===== config.mk =====
export PLATFORM = sky130hd
export DESIGN_NAME = kf_xt_keyboard_receiver
export DESIGN_NICKNAME = d
export VERILOG_FILES = /design/src/rtl/kf_keyboard_pkg.sv /design/src/rtl/kf_kb_input_filter.sv /design/src/rtl/kf_xt_keyboard_receiver.sv
export SDC_FILE = /design/constraint.sdc
export NUM_CORES = 1
export LEC_CHECK = 0
export BUFFER_PORTS_ARGS = -buffer_cell sky130_fd_sc_hd__buf_2
export CAP_MARGIN = 20
export CORE_MARGIN = 2
export CORE_UTILIZATION = 30
export DETAILED_ROUTE_END_ITERATION = 10
export GPL_ROUTABILITY_DRIVEN = 1
export PLACE_DENSITY_LB_ADDON = 0.05
export SYNTH_ARGS = -nofsm -noshare
export SYNTH_HDL_FRONTEND = slang
export SYNTH_SLANG_ARGS = --single-unit

===== constraint.sdc =====
create_clock -name clock -period 1.9 [get_ports clock]
set_clock_uncertainty 0.1 [all_clocks]
set_input_delay 0 -clock clock [delete_from_list [all_inputs] [get_ports clock]]
set_output_delay 0 -clock clock [all_outputs]
set_load 0.01 [all_outputs]

===== src/rtl/kf_keyboard_pkg.sv =====
// rtl/kf_keyboard_pkg.sv - shared types and constants for the XT keyboard receiver
package kf_keyboard_pkg;

    typedef enum logic [1:0] {
        IDLE  = 2'd0,
        SHIFT = 2'd1,
        FULL  = 2'd2
    } kb_state_e;

    localparam logic KB_START_BIT = 1'b1;
    localparam int   KB_DATA_BITS = 8;

endpackage


===== src/rtl/kf_kb_input_filter.sv =====
// rtl/kf_kb_input_filter.sv - pad synchroniser, level glitch filter and registered fall pulse
module kf_kb_input_filter #(
    parameter int   SYNC_STAGES = 2,
    parameter int   FILTER_LEN  = 4,
    parameter logic RESET_VAL   = 1'b1
) (
    input  logic clock,
    input  logic reset_n,
    input  logic pad_i,
    output logic fall_o
);

    localparam int CNT_W = $clog2(FILTER_LEN) + 1;

    logic [SYNC_STAGES-1:0] sync_q;
    logic [CNT_W-1:0]       cnt_q, cnt_d;
    logic                   filt_q, filt_d;
    logic                   filt_dly_q;
    logic                   fall_q;
    logic                   synced;

    assign synced = sync_q[SYNC_STAGES-1];

    // A differing sample must persist FILTER_LEN cycles; any agreeing sample restarts the count.
    always_comb begin
        filt_d = filt_q;
        cnt_d  = '0;
        if (synced != filt_q) begin
            if (cnt_q == CNT_W'(FILTER_LEN - 1)) begin
                filt_d = synced;
            end else begin
                cnt_d = cnt_q + CNT_W'(1);
            end
        end
    end

    always_ff @(posedge clock or negedge reset_n) begin
        if (!reset_n) begin
            sync_q     <= {SYNC_STAGES{RESET_VAL}};
            cnt_q      <= '0;
            filt_q     <= RESET_VAL;
            filt_dly_q <= RESET_VAL;
            fall_q     <= 1'b0;
        end else begin
            sync_q     <= {sync_q[SYNC_STAGES-2:0], pad_i};
            cnt_q      <= cnt_d;
            filt_q     <= filt_d;
            filt_dly_q <= filt_q;
            fall_q     <= filt_dly_q & ~filt_q;
        end
    end

    assign fall_o = fall_q;

endmodule


===== src/rtl/kf_xt_keyboard_receiver.sv =====
// rtl/kf_xt_keyboard_receiver.sv - XT keyboard frame receiver feeding KF8255 port A and IRQ1
module kf_xt_keyboard_receiver
    import kf_keyboard_pkg::*;
#(
    parameter int SYNC_STAGES    = 2,
    parameter int FILTER_LEN     = 4,
    parameter int TIMEOUT_CYCLES = 4096
) (
    input  logic       clock,
    input  logic       reset_n,
    input  logic       kb_clock_in,
    input  logic       kb_data_in,
    output logic       kb_clock_drive_low,
    input  logic       clear_keyboard,
    input  logic       clock_enable,
    output logic [7:0] scancode,
    output logic       irq,
    output logic       frame_error
);

    localparam int TO_W = $clog2(TIMEOUT_CYCLES);

    kb_state_e              state_q, state_d;
    logic [SYNC_STAGES-1:0] data_sync_q;
    logic [7:0]             shreg_q, shreg_d;
    logic [2:0]             bit_cnt_q, bit_cnt_d;
    logic [TO_W-1:0]        timeout_q, timeout_d;
    logic [7:0]             scancode_q, scancode_d;
    logic                   irq_q, irq_d;
    logic                   frame_error_q, frame_error_d;
    logic                   kb_fall;
    logic                   kb_data;

    kf_kb_input_filter #(
        .SYNC_STAGES (SYNC_STAGES),
        .FILTER_LEN  (FILTER_LEN),
        .RESET_VAL   (1'b1)
    ) u_clk_filter (
        .clock   (clock),
        .reset_n (reset_n),
        .pad_i   (kb_clock_in),
        .fall_o  (kb_fall)
    );

    assign kb_data = data_sync_q[SYNC_STAGES-1];

    always_ff @(posedge clock or negedge reset_n) begin
        if (!reset_n) begin
            state_q       <= IDLE;
            data_sync_q   <= '0;
            shreg_q       <= '0;
            bit_cnt_q     <= '0;
            timeout_q     <= '0;
            scancode_q    <= '0;
            irq_q         <= 1'b0;
            frame_error_q <= 1'b0;
        end else begin
            state_q       <= state_d;
            data_sync_q   <= {data_sync_q[SYNC_STAGES-2:0], kb_data_in};
            shreg_q       <= shreg_d;
            bit_cnt_q     <= bit_cnt_d;
            timeout_q     <= timeout_d;
            scancode_q    <= scancode_d;
            irq_q         <= irq_d;
            frame_error_q <= frame_error_d;
        end
    end

    // Clear dominates everything, including a final-bit edge landing in the same cycle.
    always_comb begin
        state_d       = state_q;
        shreg_d       = shreg_q;
        bit_cnt_d     = bit_cnt_q;
        timeout_d     = timeout_q;
        scancode_d    = scancode_q;
        irq_d         = irq_q;
        frame_error_d = 1'b0;
        if (clear_keyboard) begin
            state_d    = IDLE;
            scancode_d = '0;
            irq_d      = 1'b0;
            bit_cnt_d  = '0;
            timeout_d  = '0;
        end else begin
            case (state_q)
                IDLE: begin
                    if (kb_fall && (kb_data == KB_START_BIT)) begin
                        state_d   = SHIFT;
                        bit_cnt_d = '0;
                        timeout_d = '0;
                    end
                end
                SHIFT: begin
                    if (kb_fall) begin
                        shreg_d   = {kb_data, shreg_q[7:1]};
                        bit_cnt_d = bit_cnt_q + 3'd1;
                        timeout_d = '0;
                        if (bit_cnt_q == 3'(KB_DATA_BITS - 1)) begin
                            state_d    = FULL;
                            scancode_d = {kb_data, shreg_q[7:1]};
                            irq_d      = 1'b1;
                        end
                    end else if (timeout_q == TO_W'(TIMEOUT_CYCLES - 1)) begin
                        state_d       = IDLE;
                        frame_error_d = 1'b1;
                        timeout_d     = '0;
                        bit_cnt_d     = '0;
                    end else begin
                        timeout_d = timeout_q + TO_W'(1);
                    end
                end
                FULL: begin
                end
                default: state_d = IDLE;
            endcase
        end
    end

    // Holding the keyboard clock low during reset keeps the keyboard from sending into a dead receiver.
    always_comb begin
        kb_clock_drive_low = ~reset_n | (state_q == FULL) | ~clock_enable;
    end

    assign scancode    = scancode_q;
    assign irq         = irq_q;
    assign frame_error = frame_error_q;

endmodule


Yosys cells after proc, flatten, opt, wreduce, memory -nomap -nowiden
Index checks and enable logic that the tools add are counted.
- add/subtract/negate cells: 3
- equality and inequality tests: 10
- muxes and demuxes: 30
- bitwise operators: 7
- reduce and logical (&&, ||, !) cells: 12
- operators with widths (kind ; number):
    12-bit two-way mux ; 4
    8-bit two-way mux ; 4
    12-bit case mux with 2 select lines ; 1
    3-bit two-way mux ; 6
    12-bit by 1-bit adder with 12-bit output, second input constant ; 1
    12-bit equality test, second input constant ; 1
    2-bit two-way mux ; 5
    3-bit AND reduction ; 3
    1-bit two-way mux ; 8
    3-bit by 1-bit adder with 3-bit output, second input constant ; 2
    2-bit case mux with 3 select lines ; 1
    3-bit case mux with 2 select lines ; 1
    2-bit nonzero test ; 3
    4-bit by 3-bit inequality test with 1-bit output, second input constant ; 1
    4-bit inequality test, second input constant ; 1
    1-bit inverter ; 4
    2-bit AND reduction ; 2
    4-bit AND reduction ; 1
    3-bit by 2-bit equality test with 1-bit output, second input constant ; 1
    3-bit equality test, second input constant ; 1
    3-bit inequality test, second input constant ; 1
    3-bit nonzero test ; 1
    2-bit by 1-bit equality test with 1-bit output, second input constant ; 1
    2-bit equality test, second input constant ; 1
    6 further kinds ; 7
- register bits: 45
- bits of input ports: 6
- output and inout port bits: 11
- logic and storage cells: 75

Longest topological paths before layout
- depth after elaboration: 5
- mapped depth: 6
- mapped depth without buffers: 5

Hierarchy
From an unflattened synthesis, not the netlist that was laid out.
- cells, all modules: 170
- area total of the unflattened synthesis: 1939.4 µm²
- modules (own cells, without submodules) (module ; instances ; cells an instance ; area each (µm²) ; seq. area each (µm²)):
    kf_xt_keyboard_receiver ; 1 ; 154 ; 1649.1 ; 900.9
    kf_kb_input_filter ; 1 ; 16 ; 290.3 ; 205.2

Worst setup path after synthesis
No wires, ideal clock.
- path kind: reg2reg
- start: register timeout_q[0]
- end: register timeout_q[4]
- setup time: 124 ps
- data arrival time: 1500 ps
- required time: 1676 ps
- setup slack: 176 ps
- cell stages (with the launch flop): 7
- path buffers: 1
- clock period less this slack: 1724 ps
- cells stage by stage: dfrtp_1 > ha_1 > nand4_1 > o31ai_4 > buf_6 > nor2_1 > a211o_1
- word-level cells in the longest chain between the ends: 5
- elaborated cells between the ends (all ways): 6
- those cells by class: add/sub: 1; eq/ne: 1; mux: 4
- RTL lines (what ; line ; text):
    start: declaration ; kf_xt_keyboard_receiver.sv:27 ; logic [TO_W-1:0] timeout_q, timeout_d;
    start signal: assignment ; kf_xt_keyboard_receiver.sv:62 ; timeout_q <= timeout_d;
    12-bit by 1-bit adder with 12-bit output / 12-bit equality test (equally long branches) ; kf_xt_keyboard_receiver.sv:109, kf_xt_keyboard_receiver.sv:103 ;
    12-bit two-way mux * ; kf_xt_keyboard_receiver.sv:103 ; end else if (timeout_q == TO_W'(TIMEOUT_CYCLES - 1)) begin
    12-bit two-way mux * ; kf_xt_keyboard_receiver.sv:94 ; if (kb_fall) begin
    12-bit case mux with 2 select lines * ; kf_xt_keyboard_receiver.sv:85 ; case (state_q)
    12-bit two-way mux * ; kf_xt_keyboard_receiver.sv:78 ; if (clear_keyboard) begin
Mark *: on every way between the ends. The rest lies on a longest branch, timed or not.
A chain may end at the register's enable or synchronous reset.

Final worst setup path
Same ends and word-level chain as after synthesis.

==> results.md <==
* Synth Warn # at 0
* Post-synth ARST share at 100%
* Kind of critical path: reg -> reg
* Sequential element share of the synthesized area at 57.0%
* # port buffers at 16
* CP peak stage delay at 400 ps
* Outcome: complete, no violations
* Initial antenna violation count at 0
* Final period util at 91.6%
* Final Slew Violations at 0
* Reg-to-Reg Start: timeout_q[0]$_DFFE_PN0P_
* Critical path capture point type: flip-flop
* Unrepaired setup endpoints after global routing: false
* Mapped cell area at 1940 um^2
* CP startpoint kind: flip-flop
* Post-layout util at 36.1%
* Yosys reg bits at 44
* Required time of the critical path at 1980 ps
* Starting DRT DRC Count at 83
* Antenna Cells at 0
* Worst slew pin tran at 426 ps
* Vias in the first global route at 1331
* Leakage power at 1.05 nW
* Ys flop type: dfrtp_1
* Syn Inst Count at 174
* Commonest non-fill, non-tap cell in the layout: dfrtp_1
* Fin Hold WS at 44.3 ps
* Core Region at 6310 um^2
* Bufs on Longest Clock Path at 2
* Via count at 1384
* Clock transition at path regs at 70 ps
* DRT antenna net count at 0
* I/O pin count at 17
* Critical Path Fanout Max at 10
* Post-Syn Area per Cell at 11.2 um^2
* Dpl hpwl at 2.81 mm
* Finished Layout Cells at 284
* Vias per std cell at 4.87
* Worst Path Arrival at 1820 ps
* Worst Hold Class: in -> async
* Initial Util at 30.7%
* CTS tree: built
* Setup Fix Bufs, Post-CTS at 0
* Most frequent cells in the layout: dfrtp_1 (40), nand2_1 (22), buf_2 (16)
* Worst-path cell chain: ha_1 -> nand4_1 -> o31ai_4 -> buf_4 -> nor3_1 -> a211o_1
* Cell Rows at 29
* Sum Neg Setup Slack at 0 ps
* Area Overhead vs Synth at 17.6%
* Max_cap viols at 0
* Pre-antenna DRT Iters at 4
* Worst-Skew Late Latency at 290 ps
* Distinct cells, synth at 39
* H-Tree Level Count at 2
* Number of enable flip-flop cells after synthesis at 0
* All-layer global routing usage at 11.7%
* Worst slew margin relative to its limit at 71.6%
* Dpl cell area at 2160 um^2
* GP Congestion at 0.812
* Post-route cell area at 2280 um^2
* CTS buffer count at 5
* CP max stage cell: dfrtp_1
* Grt total ovfl at 0
* Pwr/cell area at 870 nW/um^2
* Clk root buf: clkbuf_8
* Final worst path period need at 1740 ps
* DIE WIDTH at 84.4 um
* VDD IR max at 0.000466 V
* Die Y at 84.4 um
* Die area at 7130 um^2
* Largest net degree at the start of global routing at 21
* First-pass GRT wire length at 6.60 mm
* Drt wl/cell at 13.7 um
* Hold Vio Cnt, Final at 0
* DRT Wirelength at 3.89 mm
* Syn_nets at 184
* Clock Sink Count at 44
* Placed cells at 272
* Max Fclk at 0.575 GHz
* Layout cell share with drive strength beyond 1 at 23.7%
* # setup viols final at 0
* Residual DRC at 0
* Crit. Startpoint: timeout_q[0]$_DFFE_PN0P_
* Final nets at 216
## Yosys cell counts, types with 2 or more instances
library cell,count,share of area (%)
nor2_1,7,1.4
a21oi_1,14,3.6
and3_1,3,0.97
nor2b_1,3,0.97
nand2b_1,2,0.64
dfstp_2,4,5.4
nor3_1,5,1.3
nor4_1,2,0.64
dfrtp_1,40,52
a22o_1,2,0.90
nand4_1,2,0.64
clkbuf_1,2,0.39
nor3b_1,2,0.77
ha_1,4,2.6
mux2_2,8,4.6
inv_1,4,0.77
nand3_1,10,2.6
nand2_1,22,4.3
o21ai_0,15,3.9
a21o_1,4,1.5
## final timing paths
check,endpoint,slack [ps],cells past startpoint
hold reg to reg,data_sync_q[1]$_DFF_PN0_,250,0
max in group asynchronous,scancode[1]$_DFFE_PN0P_,1080,3
hold / removal,timeout_q[1]$_DFFE_PN0P_,40,2
min in group clock,kb_clock_drive_low,180,3
setup reg to reg,timeout_q[4]$_DFFE_PN0P_,160,6
setup / recovery,timeout_q[4]$_DFFE_PN0P_,160,6
## flip-flops by register name, summed over array words and instances, names as in the netlist
name	count
data_sync_q	2
u_clk_filter.filt_dly_q	1
u_clk_filter.fall_o	1
timeout_q	12
u_clk_filter.filt_q	1
shreg_q	7
scancode	8
frame_error	1
u_clk_filter.cnt_q	3
irq	1
u_clk_filter.sync_q	2
bit_cnt_q	3
state_q	2
## power breakdown
part           internal (mW)  total (mW)  switching, mW
clock                  0.258       0.556          0.298
combinational          0.151       0.314          0.163
sequential              1.04        1.12         0.0779
total                   1.45        1.99          0.538
## kinds of logic after synthesis
kind of cell    synth area share (%)
flops                           57.0
mux                             5.16
buf+inv                         2.00
simple gates                    18.8
compound gates                  14.0
fa+ha+maj                       2.58
xor+xnor                       0.451
## critical path: cells and delay by family (launching register included)
family                   cells  cell delay (ps)
AND/OR/NAND/NOR              2              210
buffers and inverters        1              200
AO/OA/AOI/OAI                2              520
flip-flops                   1              400
adder cells (fa/ha/maj)      1              190
## repair_timing
item                                   4_1_cts  5_1_grt
hold buffers                                 4        0
endpoints found under the hold margin       48        0
gates resized for setup                      0        0
## layer usage
metal	part of all wire (%)	routed length (um)	up-vias	track usage, %
met1	49	1920	665	16.4
met4	1.2	45	0	3.90
met5	0	0	-	0
li1	-	-	688	-
met3	4.2	163	5	2.95
met2	45	1770	26	17.9
## cell type report
type / count / area [um^2]
Multi-Input combinational cell: 122 / 796
Fill cell: 636 / 4030
Sequential cell: 44 / 1110
Clock inverter: 1 / 5.00
Timing Repair Buffer: 29 / 188
Clock buffer: 7 / 76.3
Inverter: 4 / 15.0
Tap cell: 77 / 96.3
## stage by stage
stage	setup WS (ps)	total power [mW]
2_1_floorplan	176	1.33
6_report	160	1.99
5_1_grt	61.6	2.12
4_1_cts	154	2.03
3_5_place_dp	172	1.45
3_3_place_gp	196	1.44
(Power assumes the default switching activity.)
